--- src/rtl/lut_cfg_writer.sv ---
// Runtime-writable bank of 4-input LUTs: serial (LSB-first) staging, atomic commit, combinational lookup.
// Latency: accept at edge N, new table visible and done/err pulse from edge N+17; ready again after commit.
// Backpressure: cfg_ready only in IDLE, cfg_valid ignored while busy (no queueing). Optional LUT_CFG_PARITY_EN.
module lut_cfg_writer #(
    parameter int          NUM_LUTS = 4,
    parameter int          SLOT_W   = 2,
    parameter logic [15:0] INIT     = 16'h0000
) (
    input  logic              clk,
    input  logic              rst,
    input  logic              cfg_valid,
    output logic              cfg_ready,
    input  logic [SLOT_W-1:0] cfg_slot,
    input  logic [15:0]       cfg_data,
`ifdef LUT_CFG_PARITY_EN
    input  logic              cfg_parity,
`endif
    output logic              busy,
    output logic              done,
    output logic              err,
    input  logic [SLOT_W-1:0] lut_sel,
    input  logic              a,
    input  logic              b,
    input  logic              c,
    input  logic              d,
    output logic              o
);
    typedef enum logic [1:0] {
        IDLE   = 2'd0,
        SHIFT  = 2'd1,
        COMMIT = 2'd2
    } state_t;

    localparam logic [SLOT_W:0] NUM_LUTS_W = (SLOT_W+1)'(NUM_LUTS);

    state_t            state_q;
    state_t            state_d;
    logic [15:0]       data_sr;
    logic [15:0]       staging;
    logic [3:0]        bit_cnt;
    logic [SLOT_W-1:0] slot_q;
    logic              reject_q;
    logic [15:0]       slots [NUM_LUTS];
    logic              accept;
    logic              commit;
    logic              slot_bad;
    logic              parity_bad;

    assign slot_bad = {1'b0, cfg_slot} >= NUM_LUTS_W;

`ifdef LUT_CFG_PARITY_EN
    assign parity_bad = cfg_parity != ^cfg_data;
`else
    assign parity_bad = 1'b0;
`endif

    always_comb begin
        state_d   = state_q;
        cfg_ready = 1'b0;
        accept    = 1'b0;
        commit    = 1'b0;
        case (state_q)
            IDLE: begin
                cfg_ready = 1'b1;
                if (cfg_valid) begin
                    accept  = 1'b1;
                    state_d = SHIFT;
                end
            end
            SHIFT: begin
                if (bit_cnt == 4'd15) state_d = COMMIT;
            end
            COMMIT: begin
                commit  = 1'b1;
                state_d = IDLE;
            end
            default: state_d = IDLE;
        endcase
    end

    assign busy = ~cfg_ready;

    always_ff @(posedge clk) begin
        if (rst) begin
            state_q  <= IDLE;
            bit_cnt  <= 4'd0;
            staging  <= 16'd0;
            data_sr  <= 16'd0;
            slot_q   <= '0;
            reject_q <= 1'b0;
            done     <= 1'b0;
            err      <= 1'b0;
        end else begin
            state_q <= state_d;
            done    <= commit & ~reject_q;
            err     <= commit & reject_q;
            if (accept) begin
                data_sr  <= cfg_data;
                slot_q   <= cfg_slot;
                reject_q <= slot_bad | parity_bad;
                bit_cnt  <= 4'd0;
            end else if (state_q == SHIFT) begin
                // bit 0 enters at the top and reaches staging[0] after 16 shifts
                staging <= {data_sr[0], staging[15:1]};
                data_sr <= {1'b0, data_sr[15:1]};
                bit_cnt <= bit_cnt + 4'd1;
            end
        end
    end

    // Only the whole staged word is ever written, so lookups never see a partial table
    always_ff @(posedge clk) begin
        for (int i = 0; i < NUM_LUTS; i++) begin
            if (rst) begin
                slots[i] <= INIT;
            end else if (commit && !reject_q && slot_q == SLOT_W'(i)) begin
                slots[i] <= staging;
            end
        end
    end

    always_comb begin
        o = 1'b0;
        for (int i = 0; i < NUM_LUTS; i++) begin
            if (lut_sel == SLOT_W'(i)) o = slots[i][{d, c, b, a}];
        end
    end

endmodule

--- config.mk ---
export PLATFORM = sky130hd
export DESIGN_NAME = lut_cfg_writer
export DESIGN_NICKNAME = d
export VERILOG_FILES = /design/src/rtl/lut_cfg_writer.sv
export SDC_FILE = /design/constraint.sdc
export NUM_CORES = 1
export LEC_CHECK = 0
export ABC_CLOCK_PERIOD_IN_PS = 8900
export CAP_MARGIN = 15
export CORE_MARGIN = 2
export CORE_UTILIZATION = 55
export CTS_CLUSTER_SIZE = 10
export DETAILED_ROUTE_END_ITERATION = 6
export DONT_BUFFER_PORTS = 1
export HOLD_SLACK_MARGIN = 0.06
export PLACE_DENSITY = 0.67
export REMOVE_ABC_BUFFERS = 1
export SETUP_SLACK_MARGIN = 0.15
export SYNTH_ARGS = -nofsm -noshare
export SYNTH_HDL_FRONTEND = slang
export SYNTH_SLANG_ARGS = --single-unit
--- constraint.sdc ---
create_clock -name clk -period 8.9 [get_ports clk]
set_clock_uncertainty 0.1 [all_clocks]
set_input_delay 2.67 -clock clk [delete_from_list [all_inputs] [get_ports clk]]
set_output_delay 2.67 -clock clk [all_outputs]
set_load 0.005 [all_outputs]
==> qor.txt, run 1 <==
Status: finished clean
Hold_buf cts: 0
Clk slew on worst S/H paths: 0.09 ns
Setup Buffers After CTS: 0
Worst-Margin Slew: 0.7982 ns
Htree depth: 3
GRT overflow: 0
Total chip power: 910.2 uW
Area contributors post-synth: edfxtp_1 (42%), dfxtp_1 (18%), and2_1 (8.8%)
Warnings, synthesis: 0
Die W: 95.54 um
Hold WC Path Type: reg2reg
R2R depth: 5
Crit path max fanout: 17
Slew Limit Fails: 0
Vias per Instance: 5.728
Register Area: 2743 sq um
Layout Cell Area excl Fill: 4838 sq um
Post-route ant nets: 0
Clock Path Buffers: 2
Maximum vdd drop: 78.05 uV
RSZ-0062 raised after global routing: no
Wire per inst: 18.32 um
Cells after Synth: 378
HP Start: data_sr[8]
Crit path launch type: primary input
Setup violators final: 0
P&R area growth vs syn: 4.996%
CORE AREA: 8175 sq um
Full die area: 9127 sq um
Yosys cell types: 42
Cell Area, Synth: 4608 sq um
Post-synthesis mux area share: 0.08634
Largest family of logic cells by synthesized area: simple AND/OR/NAND/NOR gates
Min cycle time layout: 6.556 ns
Synth Area in Compound Gates: 0.09856
Clock Sinks: 105
Vias post-DR: 2738
Initial antenna violation count: 0
Critical path class: in2out
MaxCap Viol Count: 0
CTS root buf: clkbuf_8
Vias in the first global route: 2708
Post-CTS Resized: 0
Iter 0 DRT Violations: 158
Final Cycle Share: 0.7366
Syn_area_per_cell: 12.19 sq um
Post-synthesis adder-cell area fraction: 0.002715
Number of diodes: 0
Die H: 95.54 um
GRT Util Overall: 0.2117
Setup TNS: 0 ns
Fmax: 152.5 MHz
Fill cells: 698
WHS Path Cells: 2
Reg2reg end: data_sr[14]
Placed cell areas: 4606 sq um
Num CTS Buffers: 9
DRT Pass-1 Iters: 5
Share of cells above drive strength 1: 0.1046
Clk Latency, worst-skew pair: 0.35 ns
Synth Area in Simple Gates: 0.1664
RR Startpoint: state_q[0]
Largest net degree at the start of global routing: 46
Routability cong.: 0.8292
DRC Markers: 0
Share of the synthesized area in the top cell type: 0.4171
Hold Path End: data_sr[8]
Starting Density: 0.5637
Final Hold Fails: 0
CTS tree: yes
Layout Nets: 396
Post-Layout Cell Count: 478
Final wirelength: 8757 um
Endpoint class of the critical path: primary output
Reg2Reg Setup Slack: 6.84 ns
Crit path required time: 6.13 ns
Power Dens Cells: 188.1 nW/um^2
Number of synthesized register bits: 105
Total leakage power: 0.001724 uW
Ports: 32
Seq/Total Area, Yosys: 0.5952
HPWL Detailed: 6151 um
Area leader, netlist: edfxtp_1
Placed cells: 462
Synth Area in XOR/XNOR: 0.005702
# rows: 33
Area of the multi-input gates: 1664 sq um
First-pass GRT wire length: 14230 um
Normalized max-slew margin: 0.4678
Worst Path Arrival: 3.79 ns
Port bufs: 0
through the flow:
stage	util	setup WS, ns	hold slack (ns)
global route	0.5918	2.276	0.3730
detailed placement	0.5634	2.356	0.3448
floorplan	-	2.453	0.3260
finish	0.5918	2.344	0.3537
global placement	0.5634	2.344	0.3388
CTS	0.5918	2.353	0.3570
how the worst max path moves through the flow:
| stage | from | endpoint | slack [ns] | depth (start not counted) |
|---|---|---|---|---|
| after global routing | a | o | 2.28 | 5 |
| after CTS | a | o | 2.35 | 5 |
| final | a | o | 2.34 | 5 |
| after floorplan | b | o | 2.45 | 4 |
| after detailed placement | a | o | 2.36 | 5 |
| after global placement | a | o | 2.34 | 5 |
cell families after synthesis:
family	count (synthesis)
other	1
buffers and inverters	34
flip-flops	105
AND/OR/NAND/NOR	148
multiplexers	20
adder cells (fa/ha/maj)	1
XOR/XNOR	3
AO/OA/AOI/OAI	66
power by group:
group          total [uW]  internal [uW]  switching (uW)
Combinational        48.9           21.2            27.7
Clock                 323            167             156
Sequential            538            530            8.28
Total                 910            719             192
registers in the layout (all words and copies together) (netlist names):
signal,cells
state_q,2
bit_cnt,4
data_sr,16
done,1
staging,16
slot_q,2
slots,64
per-layer routing:
metal,global-route usage,share of wire,wire (um),vias to the layer above
met5,0,0,0,-
met3,0.05534,0.047,411,13
met4,0.07262,0.019,165,0
met2,0.3374,0.48,4214,73
met1,0.2828,0.45,3965,1325
li1,-,-,-,1327
layout by cell type, fill, tap and decap left out, types with 3 or more instances in the layout:
cell and n:
a21oi_1 35, a22oi_1 15, a31o_2 4, and2_1 65, buf_4 5, clkbuf_16 3
clkbuf_8 9, dfxtp_1 41, edfxtp_1 64, inv_1 7, mux2i_1 6, mux4_1 6
mux4_2 8, nand2_1 56, nand2b_1 3, nand3_1 3, nor3_1 10
synthesized netlist by cell type:
master and n:
a41oi_2 2, a2111oi_4 1, mux4_2 8, o2111ai_1 2, buf_1 1, mux4_1 6
inv_2 1, nor3_1 10, or2_1 1, nor2b_1 3, clkbuf_1 9, or2b_1 1
conb_1 1, xor2_1 2, mux2i_1 6, buf_12 1, nand3_1 3, buf_2 5
nand2b_1 3, nand2_1 56, edfxtp_1 64, o311ai_1 1, buf_4 1, nor2_1 2
clkbuf_2 4, o21ai_1 1, buf_6 2, nor2_2 1, clkbuf_8 3, a31oi_1 2
a211oi_2 1, inv_1 7, a31o_2 4, ha_1 1, dfxtp_1 41, xnor2_1 1
nand4_1 2, and2_1 65, a211oi_1 2, a21oi_1 35, a22oi_1 15, and2b_1 1
area by class of cell:
type,instances,share of cell area
Clock inverter,3,0.006206
Clock buffer,13,0.04189
Sequential cell,105,0.5668
Tap cell,105,0.02715
Multi-Input combinational cell,239,0.3439
Timing Repair Buffer,5,0.007758
Inverter,8,0.006206
worst max-delay path: stages:
cell and delay (ns):
mux4_1 0.52, mux2i_1 0.15, o21ai_1 0.10, a211oi_2 0.27, a41oi_2 0.08
(Power assumes the default switching activity.)
==> run 2: changes to the inputs <==
--- a/config.mk
+++ b/config.mk
@@ -5,7 +5,8 @@
 export SDC_FILE = /design/constraint.sdc
 export NUM_CORES = 1
 export LEC_CHECK = 0
-export ABC_CLOCK_PERIOD_IN_PS = 8900
+export ABC_AREA = 1
+export ABC_CLOCK_PERIOD_IN_PS = 5800
 export CAP_MARGIN = 15
 export CORE_MARGIN = 2
 export CORE_UTILIZATION = 55
@@ -13,7 +14,7 @@
 export DETAILED_ROUTE_END_ITERATION = 6
 export DONT_BUFFER_PORTS = 1
 export HOLD_SLACK_MARGIN = 0.06
-export PLACE_DENSITY = 0.67
+export PLACE_DENSITY = 0.7
 export REMOVE_ABC_BUFFERS = 1
 export SETUP_SLACK_MARGIN = 0.15
 export SYNTH_ARGS = -nofsm -noshare
==> constraint.sdc (replaced) <==
create_clock -name clk -period 5.8 [get_ports clk]
set_clock_uncertainty 0.1 [all_clocks]
set_input_delay 1.74 -clock clk [delete_from_list [all_inputs] [get_ports clk]]
set_output_delay 1.74 -clock clk [all_outputs]
set_load 0.005 [all_outputs]
==> run 2 against run 1 <==
Routed wire length rose by 8.2%; cell count grew 34%; sequential power rose by 56%; via count is 26% higher; clock-buffer cell count is 3 lower; setup slack worse by 1.2 ns; non-clock buffer count fell by 1; critical path type unchanged.
==> qor.txt, run 2 <==
Normalized max-slew margin: 0.2916
Endpoint class of the critical path: primary output
CTS root buf: clkbuf_8
Number of diodes: 0
CORE AREA: 8593 sq um
Slew Limit Fails: 0
Grt met3 use: 0.03957
RSZ-0062 raised after global routing: no
Status: finished clean
Worst Path Arrival: 2.81 ns
Routability cong.: 0.8567
# rows: 34
Seq/Total Area, Yosys: 0.5734
Share of the synthesized area in the top cell type: 0.4018
Most common cell after layout, fill and taps aside: nand2_1
Layout Nets: 555
Post-CTS Resized: 0
Async set-reset flop share out of synthesis: 0
Final Hold Fails: 0
Crit path launch type: primary input
Count leader, synth: nand2_1
Post-synth EDFFs: 64
Clk slew on worst S/H paths: 0.09 ns
Total leakage power: 0.001915 uW
Clock Path Buffers: 2
Die H: 97.26 um
Area leader, netlist: edfxtp_1
CP delay by family, top: simple AND/OR/NAND/NOR gates
Post-route ant nets: 0
Final Util: 0.5804
Num CTS Buffers: 9
Maximum vdd drop: 177.4 uV
Syn_area_per_cell: 8.874 sq um
Port bufs: 0
Hold WC Path Type: reg2reg
Setup violators final: 0
Synth top cells by count: nand2_1 (123), nor2_1 (76), inv_1 (70), edfxtp_1 (64), nand3_1 (46)
WP buf/inv: 1
Crit path max fanout: 44
Cell Area, Synth: 4783 sq um
Vias post-DR: 3437
Full die area: 9459 sq um
Worst path slowest cell: inv_1
Ports: 32
Yosys cell types: 29
Top reg by flops: slots
Final wirelength: 9474 um
Starting Density: 0.5566
Largest net degree at the start of global routing: 52
Most frequent cells in the layout: nand2_1 (123), nor2_1 (76), inv_1 (70)
Met1 Use GR: 0.2884
Primary FF master, synth: edfxtp_1
Critical path class: in2out
Met2 usage: 0.3381
Worst-Margin Slew: 1.060 ns
Biggest regs: slots: 64 flops, data_sr: 16 flops, staging: 16 flops
Final Cycle Share: 0.8023
Clk Latency, worst-skew pair: 0.35 ns
DRT Pass-1 Iters: 5
Vias per Instance: 5.370
Crit path required time: 3.96 ns
GRT overflow: 0
Cells after Synth: 539
Vias in the first global route: 3347
Number of synthesized register bits: 105
Die W: 97.26 um
Busiest grt layer: met2
Max reg flops: 64
Fill cells: 770
DRC Markers: 0
Clock Sinks: 105
P&R area growth vs syn: 4.264%
HPWL Detailed: 6352 um
Setup Buffers After CTS: 0
Warnings, synthesis: 0
Min cycle time layout: 4.653 ns
Fmax: 214.9 MHz
Critical Path Most Common Cell: nand2_1
Initial antenna violation count: 0
CTS tree: yes
First-pass GRT wire length: 15970 um
Htree depth: 3
Worst-path cell chain: inv_1 > nand2_1 > nand2_1 > nand2_1 > nand3_1 > nand2_1 > nand2_1 > nand3_1 > nand4_1
Hold_buf cts: 0
Area contributors post-synth: edfxtp_1 (40%), dfxtp_1 (17%), nand2_1 (9.7%)
GRT Util Overall: 0.2098
MaxCap Viol Count: 0
CP peak stage delay: 0.41 ns
Share of cells above drive strength 1: 0.07143
Power Dens Cells: 288.8 nW/um^2
Setup TNS: 0 ns
Wire per inst: 14.80 um
Iter 0 DRT Violations: 252
-- run 2: cell families after synthesis --
logic type                 Yosys count  synth area share
and+or+nand+nor                    265            0.2459
other                                1         0.0007840
DFF                                105            0.5734
adders and majority gates            1          0.002615
buffers and inverters              100           0.09809
AOI/OAI and AO/OA                   65           0.07560
xor gates and xnor gates             2          0.003663
-- run 2: metal layers --
metal  routed length [um]  part of all wire
met5                    0                 0
met4                  164             0.017
met3                  555             0.059
met2                 4445              0.47
met1                 4309              0.45
-- run 2: worst paths after layout --
kind               from          to  slack [ns]  cells past startpoint
max                   a           o        1.15                      9
min reg2reg  data_sr[6]  data_sr[6]        0.37                      2
max reg2reg  state_q[0]  bit_cnt[3]        3.76                      6
min          data_sr[6]  data_sr[6]        0.37                      2
-- run 2: report_power, final --
part / total [uW] / switching, uW / internal (uW)
clock network: 481 / 240 / 241
logic: 121 / 84.9 / 35.8
registers: 839 / 16.2 / 822
total: 1440 / 341 / 1100
-- run 2: area by class of cell --
type | instances | area [sq um] | share of cell area
well taps | 108 | 135.1 | 0.02709
inverters | 73 | 276.5 | 0.05544
clock buffers | 10 | 127.6 | 0.02559
clock inverters | 6 | 83.83 | 0.01681
multi-input cells | 334 | 1592 | 0.3191
repair buffers | 4 | 30.03 | 0.006021
flip-flops and latches | 105 | 2743 | 0.5499
-- run 2: metrics by stage --
step	setup slack [ns]	hold WS, ns	power, uW	cells	cell area, sq um
3_3_place_gp	1.223	0.3445	971.6	624	4776
4_1_cts	1.150	0.3714	1451	640	4987
2_1_floorplan	1.426	0.3341	940.4	512	4591
6_report	1.147	0.3703	1440	640	4987
5_1_grt	0.9859	0.3894	1497	640	4987
3_5_place_dp	1.152	0.3574	976.9	624	4776
-- run 2: worst reg2reg max path, stage by stage, from the launching register on --
cell     delay [ns]
dfxtp_1        0.41
inv_1          0.09
nor2_4         0.80
inv_2          0.17
nor2_1         0.17
xnor2_1        0.13
nor2_1         0.06
